`src/rtl/lcd_display_ctrl.sv`:
```
// Formats CPU result/mode requests into two 16-char lines and writes them to an
// HD44780-style 16x2 LCD over an 8-bit write-only bus.
module lcd_display_ctrl #(
  parameter int EN_PULSE_CYC     = 12,
  parameter int CMD_WAIT_CYC     = 2500,
  parameter int CLEAR_WAIT_CYC   = 100000,
  parameter int POWERUP_WAIT_CYC = 1000000
) (
  input  logic        clk,
  input  logic        rst,
  input  logic        lcd_update,
  input  logic        lcd_show_splash,
  input  logic        lcd_force_blank,
  input  logic [2:0]  lcd_opcode,
  input  logic [3:0]  lcd_reg_idx,
  input  logic [15:0] lcd_value,
  output logic        lcd_busy,
  output logic [7:0]  lcd_data,
  output logic        lcd_rs,
  output logic        lcd_rw,
  output logic        lcd_en,
  output logic        lcd_on,
  output logic        lcd_blon
);
  typedef enum logic [2:0] {PWRUP, INIT, IDLE, CONV, WRITE} state_t;
  typedef enum logic [1:0] {B_SETUP, B_EN, B_WAIT} phase_t;

  localparam logic [127:0] SPLASH1 = "   MINI-CPU     ";
  localparam logic [127:0] SPLASH2 = "     READY      ";

  state_t      state;
  phase_t      ph;
  logic [31:0] cnt;
  logic [5:0]  idx;
  logic        cap_blank, cap_splash;
  logic [2:0]  cap_op;
  logic [3:0]  cap_reg;
  logic [15:0] cap_val;
  logic [19:0] bcd;

  logic [15:0] mag;
  logic [18:0] bcd_adj;
  logic [31:0] wait_end;
  logic [5:0]  last_idx, lk_i;
  logic        lk_init;
  logic [3:0]  col;
  logic [31:0] mnem;
  logic [7:0]  l1_char, l2_char;
  logic [8:0]  lk_byte;

  assign lcd_rw   = 1'b0;
  assign lcd_on   = 1'b1;
  assign lcd_blon = 1'b0;

  assign mag = cap_val[15] ? -cap_val : cap_val;

  // Top digit never exceeds 1 before the final shift (max 32768), so it is never adjusted.
  always_comb begin
    bcd_adj = bcd[18:0];
    for (int d = 0; d < 4; d++)
      if (bcd[d*4 +: 4] >= 4'd5) bcd_adj[d*4 +: 4] = bcd[d*4 +: 4] + 4'd3;
  end

  assign wait_end = (!lcd_rs && lcd_data == 8'h01) ? 32'(CLEAR_WAIT_CYC - 1) : 32'(CMD_WAIT_CYC - 1);
  assign last_idx = (state == INIT) ? 6'd3 : (cap_blank ? 6'd1 : 6'd34);
  assign lk_init  = (state == PWRUP) || (state == INIT);
  // Lookup points at the byte to be loaded next: first of a list, or the one after idx.
  assign lk_i     = (state == PWRUP || state == CONV) ? 6'd0 : idx + 6'd1;
  assign col      = (lk_i < 6'd19) ? 4'(lk_i - 6'd2) : 4'(lk_i - 6'd19);

  always_comb begin
    case (cap_op)
      3'd0:    mnem = "LOAD";
      3'd1:    mnem = "ADD ";
      3'd2:    mnem = "ADDI";
      3'd3:    mnem = "SUB ";
      3'd4:    mnem = "SUBI";
      3'd5:    mnem = "MUL ";
      3'd6:    mnem = "CLR ";
      default: mnem = "DPL ";
    endcase
    l1_char = " ";
    l2_char = " ";
    if (cap_splash) begin
      l1_char = SPLASH1[{~col, 3'b000} +: 8];
      l2_char = SPLASH2[{~col, 3'b000} +: 8];
    end else begin
      case (col)
        4'd0, 4'd1, 4'd2, 4'd3: l1_char = mnem[{~col[1:0], 3'b000} +: 8];
        4'd5:  l1_char = "[";
        4'd6:  l1_char = cap_reg[3] ? "1" : "0";
        4'd7:  l1_char = cap_reg[2] ? "1" : "0";
        4'd8:  l1_char = cap_reg[1] ? "1" : "0";
        4'd9:  l1_char = cap_reg[0] ? "1" : "0";
        4'd10: l1_char = "]";
        default: ;
      endcase
      case (col)
        4'd0: l2_char = cap_val[15] ? "-" : "+";
        4'd1: l2_char = {4'h3, bcd[19:16]};
        4'd2: l2_char = {4'h3, bcd[15:12]};
        4'd3: l2_char = {4'h3, bcd[11:8]};
        4'd4: l2_char = {4'h3, bcd[7:4]};
        4'd5: l2_char = {4'h3, bcd[3:0]};
        default: ;
      endcase
    end
  end

  // {rs, data} of the next byte to send.
  always_comb begin
    lk_byte = 9'h000;
    if (lk_init) begin
      case (lk_i[1:0])
        2'd0: lk_byte = 9'h038;
        2'd1: lk_byte = 9'h00C;
        2'd2: lk_byte = 9'h001;
        default: lk_byte = 9'h006;
      endcase
    end else if (cap_blank)       lk_byte = (lk_i == 6'd0) ? 9'h008 : 9'h001;
    else if (lk_i == 6'd0)        lk_byte = 9'h00C;
    else if (lk_i == 6'd1)        lk_byte = 9'h080;
    else if (lk_i == 6'd18)       lk_byte = 9'h0C0;
    else if (lk_i < 6'd18)        lk_byte = {1'b1, l1_char};
    else                          lk_byte = {1'b1, l2_char};
  end

  always_ff @(posedge clk or posedge rst) begin
    if (rst) begin
      state      <= PWRUP;
      ph         <= B_SETUP;
      cnt        <= '0;
      idx        <= '0;
      cap_blank  <= 1'b0;
      cap_splash <= 1'b0;
      cap_op     <= '0;
      cap_reg    <= '0;
      cap_val    <= '0;
      bcd        <= '0;
      lcd_busy   <= 1'b1;
      lcd_en     <= 1'b0;
      lcd_rs     <= 1'b0;
      lcd_data   <= 8'h00;
    end else begin
      case (state)
        PWRUP:
          if (cnt == 32'(POWERUP_WAIT_CYC - 1)) begin
            state <= INIT;
            cnt   <= '0;
            idx   <= '0;
            ph    <= B_SETUP;
            {lcd_rs, lcd_data} <= lk_byte;
          end else cnt <= cnt + 32'd1;
        IDLE:
          if (lcd_update) begin
            cap_blank  <= lcd_force_blank;
            cap_splash <= lcd_show_splash;
            cap_op     <= lcd_opcode;
            cap_reg    <= lcd_reg_idx;
            cap_val    <= lcd_value;
            bcd        <= '0;
            cnt        <= '0;
            lcd_busy   <= 1'b1;
            state      <= CONV;
          end
        CONV: begin
          bcd <= {bcd_adj, mag[4'd15 - cnt[3:0]]};
          if (cnt == 32'd15) begin
            state <= WRITE;
            cnt   <= '0;
            idx   <= '0;
            ph    <= B_SETUP;
            {lcd_rs, lcd_data} <= lk_byte;
          end else cnt <= cnt + 32'd1;
        end
        default:
          case (ph)
            B_SETUP: begin
              lcd_en <= 1'b1;
              ph     <= B_EN;
              cnt    <= '0;
            end
            B_EN:
              if (cnt == 32'(EN_PULSE_CYC - 1)) begin
                lcd_en <= 1'b0;
                ph     <= B_WAIT;
                cnt    <= '0;
              end else cnt <= cnt + 32'd1;
            default:
              if (cnt == wait_end) begin
                cnt <= '0;
                if (idx == last_idx) begin
                  state    <= IDLE;
                  lcd_busy <= 1'b0;
                end else begin
                  idx <= idx + 6'd1;
                  ph  <= B_SETUP;
                  {lcd_rs, lcd_data} <= lk_byte;
                end
              end else cnt <= cnt + 32'd1;
          endcase
      endcase
    end
  end
endmodule

```
`config.mk`:
```
export PLATFORM = sky130hd
export DESIGN_NAME = lcd_display_ctrl
export DESIGN_NICKNAME = d
export VERILOG_FILES = /design/src/rtl/lcd_display_ctrl.sv
export SDC_FILE = /design/constraint.sdc
export NUM_CORES = 1
export LEC_CHECK = 0
export ABC_AREA = 1
export CORE_MARGIN = 2
export CORE_UTILIZATION = 56
export DETAILED_ROUTE_END_ITERATION = 16
export GPL_ROUTABILITY_DRIVEN = 0
export GPL_TIMING_DRIVEN = 0
export PLACE_DENSITY = 0.88
export SYNTH_ARGS = -nofsm -noshare
export SYNTH_HDL_FRONTEND = slang
export SYNTH_SLANG_ARGS = --single-unit
```
`constraint.sdc`:
```
create_clock -name clk -period 3.4 [get_ports clk]
set_clock_uncertainty 0.05 [all_clocks]
set_input_delay 0.51 -clock clk [delete_from_list [all_inputs] [get_ports clk]]
set_output_delay 0.51 -clock clk [all_outputs]
set_load 0.05 [all_outputs]
```
==> run_results.csv <==
group,metric,value,unit
placed_design,placed_area,7610,um2
critical_path,regToRegEndpoint,"lcd_data[0]$_DFFE_PP0P_",
die,coreArea,12100,um2
critical_path,reg2reg_depth,22,
placed_design,place_hpwl,13200,um
flow_run,drv_cap,0,
power_and_ir_drop,irDropWorstVdd,0.000289,V
grt,grt-ovfl-total,0,
grt,track_usage,0.276,
critical_path,cp-start-kind,"flop",
die,io_pins,42,
final_layout,diodes,0,
route,drt-initial-drc-count,585,
grt,grt_max_degree,68,
synthesis,ys_types,53,
clocking,numCtsBuffers,9,
die,rows,40,
timing,final_hold_viol_count,0,
final_layout,top_register,"cnt",
power_and_ir_drop,seqPwrFrac,0.525,
route,wl,17600,um
route,vias_per_cell,5.77,
timing,max_freq,321,MHz
power_and_ir_drop,leakage,3.65,nW
grt,antenna_found_initial,0,
final_layout,largest_register_ffs,32,
clocking,clockBufferDepth,2,
die,die_w,116,um
route,drc_errors,0,
clocking,ctsHtreeMaxLevel,3,
min_path,holdCritPathClass,"reg2reg",
synthesis,yosysSeqAreaShare,0.355,
clocking,insertion_delay,350,ps
power_and_ir_drop,power_density,283,nW/um2
min_path,whs_endpoint,"lcd_busy$_DFFE_PP1P_",
route,num_vias,6849,
die,start_util,0.576,
route,drtAntennaViolNets,0,
synthesis,synthArstFlopShare,1.00,
synthesis,syn-cell-area,6980,um2
timing,worst_slew_pin_slew,743,ps
synthesis,synth_warnings,0,
critical_path,required,3590,ps
timing,min_period,3110,ps
synthesis,postSynthAreaPerCell,7.26,um2
critical_path,cp-end-kind,"flop",
run_status,status,"completed",
clocking,clockRootBuffer,"clkbuf_16",
final_layout,drive_gt1_frac,0.0902,
timing,timing.hold.ws,419,ps
synthesis,synth_flop_cell,"dfrtp_1",
critical_path,cp_max_fo,10,
timing,tns,0,ps
synthesis,synth_area_leaders,"dfrtp_1 35%, nand2_1 9.2%, inv_1 6.8%",
synthesis,syn_inst,962,
power_and_ir_drop,p_int,1.75,mW
synthesis,ys_top_cells_by_count,"172 x nand2_1, 127 x inv_1, 104 x nor2_1, 98 x dfrtp_1, 88 x o21ai_0",
power_and_ir_drop,p_sw,490,uW
final_layout,multiInputGateArea,3900,um2
synthesis,synth-edff-count,0,
critical_path,critPathLaunch,"state[0]$_DFFE_PP0P_",
critical_path,r2r-start,"state[0]$_DFFE_PP0P_",
final_layout,syn_to_final_growth,13.5,%
timing,grt_setup_unrepaired,"false",
die,die_h,116,um
synthesis,yosysMostFrequentCell,"nand2_1",
synthesis,synth_top_cell_area_share,0.351,
clocking,clk_pin_slew,70,ps
power_and_ir_drop,pwr-share-clk,0.445,
final_layout,seq_area,2480,um2
critical_path,regToRegSetupSlack,290,ps
clocking,clock_sinks,99,
synthesis,synth_top_area_cell,"dfrtp_1",
final_layout,top_regs,"cnt x32, bcd x20, cap_val x16",
min_path,hold_path_startpoint,"lcd_busy$_DFFE_PP1P_",
die,dieArea,13400,um2
min_path,min_delay_path_depth,2,
final_layout,nFillCells,1065,
power_and_ir_drop,switching_share,0.218,
critical_path,crit_type,"reg2reg",
timing,slew_headroom,0.504,
grt,grt_pass1_vias,6356,
final_layout,final_cell_area,7930,um2
critical_path,cp.arrival,3300,ps
timing,drv_slew,0,
timing,finalSetupViolCount,0,
route,wl_per_cell,14.9,um
grt,grt_pass1_wl,29600,um
power_and_ir_drop,combinationalPowerShare,0.031,
clocking,tritoncts,"yes",
synthesis,synth_seq_cells,99,
timing,period_share,0.915,
final_layout,nets,1060,
route,drtPass1Iterations,5,
placed_design,port_buffers,38,
-- cell families after synthesis --
group                    Yosys count  share of synthesized area
AO/OA/AOI/OAI                    202                      0.166
XOR/XNOR                          23                     0.0289
adder cells (fa/ha/maj)           17                     0.0305
buffers and inverters            155                     0.0884
flip-flops                        99                      0.355
multiplexers                      10                     0.0161
other                              2                    0.00108
AND/OR/NAND/NOR                  454                      0.314
-- through the flow --
stage	setup slack, ps	cells	utilization	total power [mW]
floorplan	251	963	-	1.23
global placement	-1170	1169	0.626	1.27
detailed placement	85.9	1170	0.628	1.27
CTS	56.0	1186	0.652	2.27
global route	36.4	1188	0.654	2.33
finish	288	1188	0.654	2.24
-- per-layer routing --
metal | wire length (um) | vias to the layer above | track usage
li1 | - | 3341 | -
met1 | 7480 | 3211 | 0.365
met2 | 8630 | 271 | 0.461
met3 | 1250 | 26 | 0.0596
met4 | 298 | 0 | 0.0786
met5 | 0 | - | 0
-- cells in the final DEF (no fill, tap or decap), types with 3 or more instances in the layout --
| master | n |
|---|---|
| a21oi_1 | 48 |
| a31oi_1 | 4 |
| buf_4 | 6 |
| clkbuf_1 | 15 |
| clkbuf_16 | 9 |
| clkdlybuf4s50_1 | 38 |
| conb_1 | 3 |
| dfrtp_1 | 96 |
| ha_1 | 17 |
| inv_1 | 126 |
| inv_2 | 3 |
| mux2_2 | 10 |
| nand2_1 | 171 |
| nand2_2 | 10 |
| nand2_4 | 11 |
| nand3_1 | 83 |
| nand3_4 | 3 |
| nand3b_1 | 5 |
| nand4_1 | 16 |
| nor2_1 | 104 |
| nor2_2 | 3 |
| nor2_4 | 6 |
| nor3_1 | 18 |
| nor4_1 | 13 |
| o211ai_1 | 5 |
| o21ai_0 | 88 |
| o22ai_1 | 29 |
| o31ai_1 | 4 |
| o32ai_1 | 6 |
| or2_2 | 3 |
| xor2_1 | 21 |
-- critical path, cell delays in order, from the launching register on --
cell	delay [ps]
dfrtp_2	450
nor2_2	150
nand2_2	100
nand2_4	100
inv_2	80
nand2_4	120
inv_1	110
ha_1	240
inv_1	140
nand3_4	160
nand2_8	130
nand2_1	90
nand2_4	140
nor2_4	70
buf_6	140
nand3_1	60
o21ai_0	90
nor2_1	110
nand4_1	90
nand3_1	130
nand2_1	50
nand2_1	90
nand2_1	60
-- power groups by stage --
stage	sequential, mW	clock, mW	combinational [mW]
6_report	1.18	0.997	0.0687
5_1_grt	1.18	1.07	0.0768
4_1_cts	1.18	1.02	0.0709
3_5_place_dp	1.20	0	0.0707
3_3_place_gp	1.20	0	0.0655
2_1_floorplan	1.20	0	0.0272
-- final cells by class --
class / instances / area share
Multi-Input combinational cell: 709 / 0.492
Sequential cell: 99 / 0.313
Inverter: 133 / 0.0636
Timing Repair Buffer: 41 / 0.0534
Clock buffer: 12 / 0.0324
Tap cell: 168 / 0.0265
Buffer: 22 / 0.0145
Clock inverter: 4 / 0.00426
-- how the worst max path moves through the flow --
stage | endpoint | slack (ps) | depth (start not counted)
global route | lcd_data[3]$_DFFE_PP0P_ | 40 | 22
detailed placement | lcd_data[3]$_DFFE_PP0P_ | 90 | 20
CTS | lcd_data[3]$_DFFE_PP0P_ | 60 | 20
finish | lcd_data[0]$_DFFE_PP0P_ | 290 | 22
global placement | idx[0]$_DFFE_PP0P_ | -1170 | 2
floorplan | bcd[0]$_DFFE_PP0P_ | 250 | 1
-- timing repair --
action | 4_1_cts | 5_1_grt
setup endpoints to repair | 0 | 7
resized for setup | 0 | 5
hold buffers | 0 | 0
setup buffers | 0 | 2
Power figures use the tool's default switching activity.
